File: config.mk
export PLATFORM = sky130hd
export DESIGN_NAME = branch_predictor
export DESIGN_NICKNAME = d
export VERILOG_FILES = /design/src/rtl/branch_predictor.sv
export SDC_FILE = /design/constraint.sdc
export NUM_CORES = 2
export LEC_CHECK = 0
export CORE_MARGIN = 4
export CORE_UTILIZATION = 54
export CTS_BUF_LIST = sky130_fd_sc_hd__clkbuf_4 sky130_fd_sc_hd__clkbuf_8 sky130_fd_sc_hd__clkbuf_16
export CTS_CLUSTER_DIAMETER = 50
export DETAILED_ROUTE_END_ITERATION = 12
export PLACE_DENSITY_LB_ADDON = 0.3
export SLEW_MARGIN = 10
export SYNTH_ARGS = -nofsm -noshare
export SYNTH_HDL_FRONTEND = slang
export SYNTH_SLANG_ARGS = --single-unit
File: constraint.sdc
create_clock -name clk -period 9.85 [get_ports clk]
set_input_delay 0.985 -clock clk [delete_from_list [all_inputs] [get_ports clk]]
set_output_delay 0.985 -clock clk [all_outputs]
set_load 0.02 [all_outputs]
File: src/rtl/branch_predictor.sv
// -----------------------------------------------------------------------------
// branch_predictor
//
// Direct-mapped dynamic branch predictor. Each of the 2^IDX_BITS entries holds
// a valid bit, a tag, a 32-bit target and a 2-bit saturating counter. The
// fetch side gets a zero-latency lookup from the registered table. The resolve
// side trains the table on the rising edge of clk.
//
// Optional feature: define BRANCH_PRED_STATS_EN to build the saturating
// branch and mispredict counters. Without it the stat ports are tied to zero
// and no counter flops exist.
//
// Ports:
//   clk              in   clock, all state updates on rising edge
//   rst              in   synchronous active-high reset
//   flush            in   clears every valid bit on the next edge
//   lk_pc            in   fetch PC to look up
//   lk_hit           out  entry valid and tag matches lk_pc
//   lk_taken         out  predicted taken (hit and counter MSB set)
//   lk_target        out  stored target if predicted taken, else lk_pc+4
//   upd_valid        in   resolved branch present this cycle
//   upd_pc           in   PC of the resolved branch
//   upd_taken        in   actual outcome
//   upd_target       in   actual branch target
//   upd_pred_taken   in   direction that was predicted for this branch
//   upd_pred_target  in   next PC that was predicted for this branch
//   upd_mispredict   out  misprediction flag for this cycle's update
//   stat_branches    out  count of resolved branches (optional)
//   stat_mispredicts out  count of mispredictions (optional)
// -----------------------------------------------------------------------------
module branch_predictor #(
  parameter int IDX_BITS = 4
) (
  input  logic        clk,
  input  logic        rst,
  input  logic        flush,
  input  logic [31:0] lk_pc,
  output logic        lk_hit,
  output logic        lk_taken,
  output logic [31:0] lk_target,
  input  logic        upd_valid,
  input  logic [31:0] upd_pc,
  input  logic        upd_taken,
  input  logic [31:0] upd_target,
  input  logic        upd_pred_taken,
  input  logic [31:0] upd_pred_target,
  output logic        upd_mispredict,
  output logic [31:0] stat_branches,
  output logic [31:0] stat_mispredicts
);

  localparam int TAG_BITS = 30 - IDX_BITS;
  localparam int NUM_ENT  = 1 << IDX_BITS;

  logic                r_valid  [NUM_ENT];
  logic [TAG_BITS-1:0] r_tag    [NUM_ENT];
  logic [31:0]         r_target [NUM_ENT];
  logic [1:0]          r_ctr    [NUM_ENT];

  logic [IDX_BITS-1:0] w_lk_idx;
  logic [TAG_BITS-1:0] w_lk_tag;
  logic [IDX_BITS-1:0] w_upd_idx;
  logic [TAG_BITS-1:0] w_upd_tag;
  logic                w_upd_hit;
  logic                w_unused_pc_lsbs;

  // Instruction PCs are word aligned; the byte-offset bits carry no meaning.
  assign w_unused_pc_lsbs = ^{lk_pc[1:0], upd_pc[1:0]};

  assign w_lk_idx  = lk_pc[IDX_BITS+1:2];
  assign w_lk_tag  = lk_pc[31:IDX_BITS+2];
  assign w_upd_idx = upd_pc[IDX_BITS+1:2];
  assign w_upd_tag = upd_pc[31:IDX_BITS+2];

  // Lookup reads the registered table, so a same-cycle update to the same
  // index is only visible from the following cycle.
  assign lk_hit    = r_valid[w_lk_idx] && (r_tag[w_lk_idx] == w_lk_tag);
  assign lk_taken  = lk_hit && r_ctr[w_lk_idx][1];
  assign lk_target = lk_taken ? r_target[w_lk_idx] : (lk_pc + 32'd4);

  assign w_upd_hit = r_valid[w_upd_idx] && (r_tag[w_upd_idx] == w_upd_tag);

  // A target mismatch only matters when the branch was actually taken.
  assign upd_mispredict = upd_valid &&
                          ((upd_pred_taken != upd_taken) ||
                           (upd_taken && (upd_pred_target != upd_target)));

  always_ff @(posedge clk) begin
    if (rst) begin
      for (int i = 0; i < NUM_ENT; i++) begin
        r_valid[i]  <= 1'b0;
        r_tag[i]    <= '0;
        r_target[i] <= '0;
        r_ctr[i]    <= 2'b01;
      end
    end else if (flush) begin
      // Counters and targets survive a flush; only the entries are invalidated.
      for (int i = 0; i < NUM_ENT; i++) begin
        r_valid[i] <= 1'b0;
      end
    end else if (upd_valid) begin
      if (w_upd_hit) begin
        if (upd_taken) begin
          if (r_ctr[w_upd_idx] != 2'b11) begin
            r_ctr[w_upd_idx] <= r_ctr[w_upd_idx] + 2'b01;
          end
          r_target[w_upd_idx] <= upd_target;
        end else if (r_ctr[w_upd_idx] != 2'b00) begin
          r_ctr[w_upd_idx] <= r_ctr[w_upd_idx] - 2'b01;
        end
      end else if (upd_taken) begin
        // Taken miss allocates (or evicts an alias) as weakly taken.
        r_valid[w_upd_idx]  <= 1'b1;
        r_tag[w_upd_idx]    <= w_upd_tag;
        r_target[w_upd_idx] <= upd_target;
        r_ctr[w_upd_idx]    <= 2'b10;
      end
    end
  end

`ifdef BRANCH_PRED_STATS_EN
  logic [31:0] r_stat_branches;
  logic [31:0] r_stat_mispredicts;

  // Counted on flush cycles too; the update is still a resolved branch.
  always_ff @(posedge clk) begin
    if (rst) begin
      r_stat_branches    <= '0;
      r_stat_mispredicts <= '0;
    end else if (upd_valid) begin
      if (r_stat_branches != 32'hFFFF_FFFF) begin
        r_stat_branches <= r_stat_branches + 32'd1;
      end
      if (upd_mispredict && (r_stat_mispredicts != 32'hFFFF_FFFF)) begin
        r_stat_mispredicts <= r_stat_mispredicts + 32'd1;
      end
    end
  end

  assign stat_branches    = r_stat_branches;
  assign stat_mispredicts = r_stat_mispredicts;
`else
  assign stat_branches    = 32'h0;
  assign stat_mispredicts = 32'h0;
`endif

endmodule

==> summary.txt <==
Cells and area
  – Fillers: 6626
  – Area Growth Syn to Fin: 11.6%
  – Multi-input logic area: between 15000 and 20000 µm²
  – Leading cell type in the layout, fill and taps excluded: edfxtp_1
  – Register area: ~29000 µm²
  – Most frequent cells in the layout: 960 x edfxtp_1, 521 x and3_1, 389 x mux4_2, 312 x and2_1, 158 x clkdlybuf4s50_1
  – # nets final: about 3500
  – Layout cells sized above 1: 0.215

Clock tree
  – CTS tree: built
  – Setup bufs post-CTS: 0
  – Worst skew pair latency: around 700 ps
  – Worst-path clk slew: around 60 ps
  – Clk root buf: clkbuf_16
  – Clock Sinks: roughly 980
  – Hold Buf Count CTS: 0
  – Htree depth: 3
  – Num CTS Buffers: about 100
  – Max Root-Sink Buffers: 3
  – CTS resizes: 0

Critical path
  – Worst r2r src: r_tag[10][15]
  – Kind of critical path: input pin to primary output
  – Worst setup path startpoint: lk_pc[2]
  – Critical Path AT: 6180 ps
  – Most used cell, CP: mux4_2
  – Worst path cell trace: buf_8 -> buf_4 -> mux4_2 -> mux4_2 -> xnor2_1 -> nand4_1 -> nor4_1 -> and3_2 -> nand2_1 -> o21ai_0 -> clkdlybuf4s50_1
  – Crit Path Max Fanout: 71
  – Slowest CP cell: and3_2
  – R2R depth: 12
  – Critical Path RT: slightly below 9000 ps
  – Critical path launch point type: input pin
  – CP Capture Type: primary output
  – R2r setup slk: 4740 ps
  – Crit-path max cell delay: just under 1000 ps
  – Crit path to: lk_target[16]
  – Reg2reg end: r_tag[4][19]

Floorplan
  – Core Rows: 111
  – Initial Utilization: 0.548
  – Die Ht: 314 µm
  – Core ar.: 92100 µm²
  – Die area: 98300 µm²
  – Die X-Extent: 314 µm
  – Total I/O pin count: roughly 230

STA
  – Finish-stage setup viols: 0
  – Worst relative slew slack: 0.102
  – Final setup TNS: 0 ps
  – RSZ-0062 raised after global routing: no
  – Worst Tran Pin Value: 1340 ps
  – Worst-case clock skew: 28.2 ps
  – Crit share post-route: 0.728
  – Final Max Slew Viols: 0
  – FMAX: about 140 MHz
  – WHS: approximately 480 ps
  – Fin. Hold Viols: 0
  – Min Tclk post-route: 7170 ps

Drt
  – Met1 wire length: 53700 µm
  – DRT antenna net count: 0
  – # DRC: 0
  – Routed wl met2: between 70000 and 80000 µm
  – Drt initial violations: around 5300
  – Post-Route WL: 155000 µm
  – Mean number of vias per cell: between 6 and 7
  – Top Layer Used: met5
  – Routed wl met3: 22500 µm
  – Via count: roughly 32000
  – Wirelength per Cell: approximately 33 µm
  – DRT Pass-1 Iters: 6

Synthesis
  – Syn Area/Cell: 14.8 µm²
  – Post-synth EDFFs: 960
  – Synth cell types: between 70 and 80
  – Cell taking the most area after synthesis: edfxtp_1
  – Cell area after synthesis: about 50000 µm²
  – Most used DFF post-synth: edfxtp_1
  – Post-synth top area share: 0.572
  – Syn Inst Count: roughly 3400
  – #FFs+latches synth: a little under 1000
  – Ys Warns: 0
  – Post-synthesis sequential area ratio: 0.578
  – Synth top area cells: edfxtp_1 57%, mux4_2 17%, and3_1 6.5%
  – Async set-reset flop share out of synthesis: 0

Global routing
  – Largest net degree at the start of global routing: 393
  – Vias in the first global route: ~33000
  – Grt total ovfl: 0
  – Overall routing resource usage: 0.315
  – Initial antenna violation count: 15
  – First-pass GRT wire length: 224000 µm

Placed design
  – Input/output buffers: between 150 and 200
  – GP Congestion: about 0.9
  – Dpl hpwl: roughly 91000 µm

Pwr
  – Leakage power: about 0.021 µW
  – Maximum VDD drop: 0.152 mV
  – Pwr/cell area: 179 nW/µm²

Worst hold path
  – Class of the worst hold path: flip-flop to flip-flop

Job
  – Max-capacitance violation count: 0

Status
  – Outcome: complete, no violations
## routing by layer
metal | up-vias | GRT usage
li1 | 13100 | -
met1 | 16300 | 0.417
met2 | 2505 | 0.503
met3 | 428 | 0.0920
met4 | 16 | 0.109
met5 | - | 0
## metrics by stage
step,area (µm²),worst slack [ps],cells,utilization,power [µW]
final,56300,2680,4728,0.611,10100
after global routing,56300,2350,4725,0.611,10300
after CTS,56200,2670,4722,0.611,10100
after detailed placement,52600,2670,4525,0.572,6030
after global placement,52600,2710,4525,0.572,5980
after floorplan,50700,4870,3460,-,5600
## cell usage after synthesis, types with 4 or more instances
master / n
and3_1: 523
nand3_1: 35
nand2b_1: 20
buf_2: 72
nor2b_1: 12
nor4_1: 11
mux2_2: 10
a31oi_1: 18
xnor2_1: 59
buf_8: 4
o21ai_0: 43
nor3_2: 9
nand4_1: 11
a22oi_1: 20
dfxtp_1: 16
nor2_1: 48
a221oi_1: 11
clkbuf_1: 249
mux2i_1: 90
or2_2: 8
buf_6: 11
mux4_2: 389
buf_4: 78
nor3_1: 122
or2_1: 9
edfxtp_1: 960
a22o_1: 7
inv_1: 6
a21o_1: 20
a21oi_1: 8
xor2_1: 56
o21ai_1: 7
buf_1: 13
o22ai_1: 7
and2_1: 312
nand2_1: 74
## power by group
group / switching (µW) / internal, µW / leakage [µW]
combinational: 664 / 446 / 0.00982
clock: 1700 / 2410 / 0.00177
sequential: 86.7 / 4770 / 0.00926
total: 2450 / 7620 / 0.0209
## final cells by class
class                   instances  share of cell area
flip-flops and latches        976               0.518
multi-input cells            2045               0.348
clock buffers                 123              0.0494
repair buffers                252              0.0419
well taps                    1243              0.0276
clock inverters                74              0.0146
inverters                      10            0.000667
diodes                          5            0.000222
## how the worst min path moves through the flow
stage	from	endpoint	slack, ps	cells past startpoint
4_1_cts	r_valid[11]	r_valid[11]	480	1
2_1_floorplan	r_valid[2]	r_valid[2]	440	1
6_report	r_valid[11]	r_valid[11]	480	1
3_3_place_gp	r_valid[3]	r_valid[3]	450	1
3_5_place_dp	r_valid[11]	r_valid[11]	460	1
5_1_grt	r_valid[3]	r_valid[3]	510	1
## sequential cells by signal, indices dropped and copies added, names as in the netlist
name and count:
r_ctr 32, r_tag 416, r_target 512, r_valid 16
## logic make-up after synthesis
| kind of cell | Yosys count | synth area share |
|---|---|---|
| fa+ha+maj | 1 | 0.000248 |
| other cells | 1 | 0.0000744 |
| xor+xnor | 115 | 0.0200 |
| buf+inv | 439 | 0.0429 |
| simple gates | 1208 | 0.141 |
| flops | 976 | 0.578 |
| compound gates | 166 | 0.0230 |
| mux | 491 | 0.194 |
## worst max-delay path, delay by kind of cell
family          cells  cell delay [ps]
mux                 2             1140
xor+xnor            1              170
buf+inv             3             1820
simple gates        4             1700
compound gates      1              180
No activity file was read; power rests on OpenSTA's default activity.
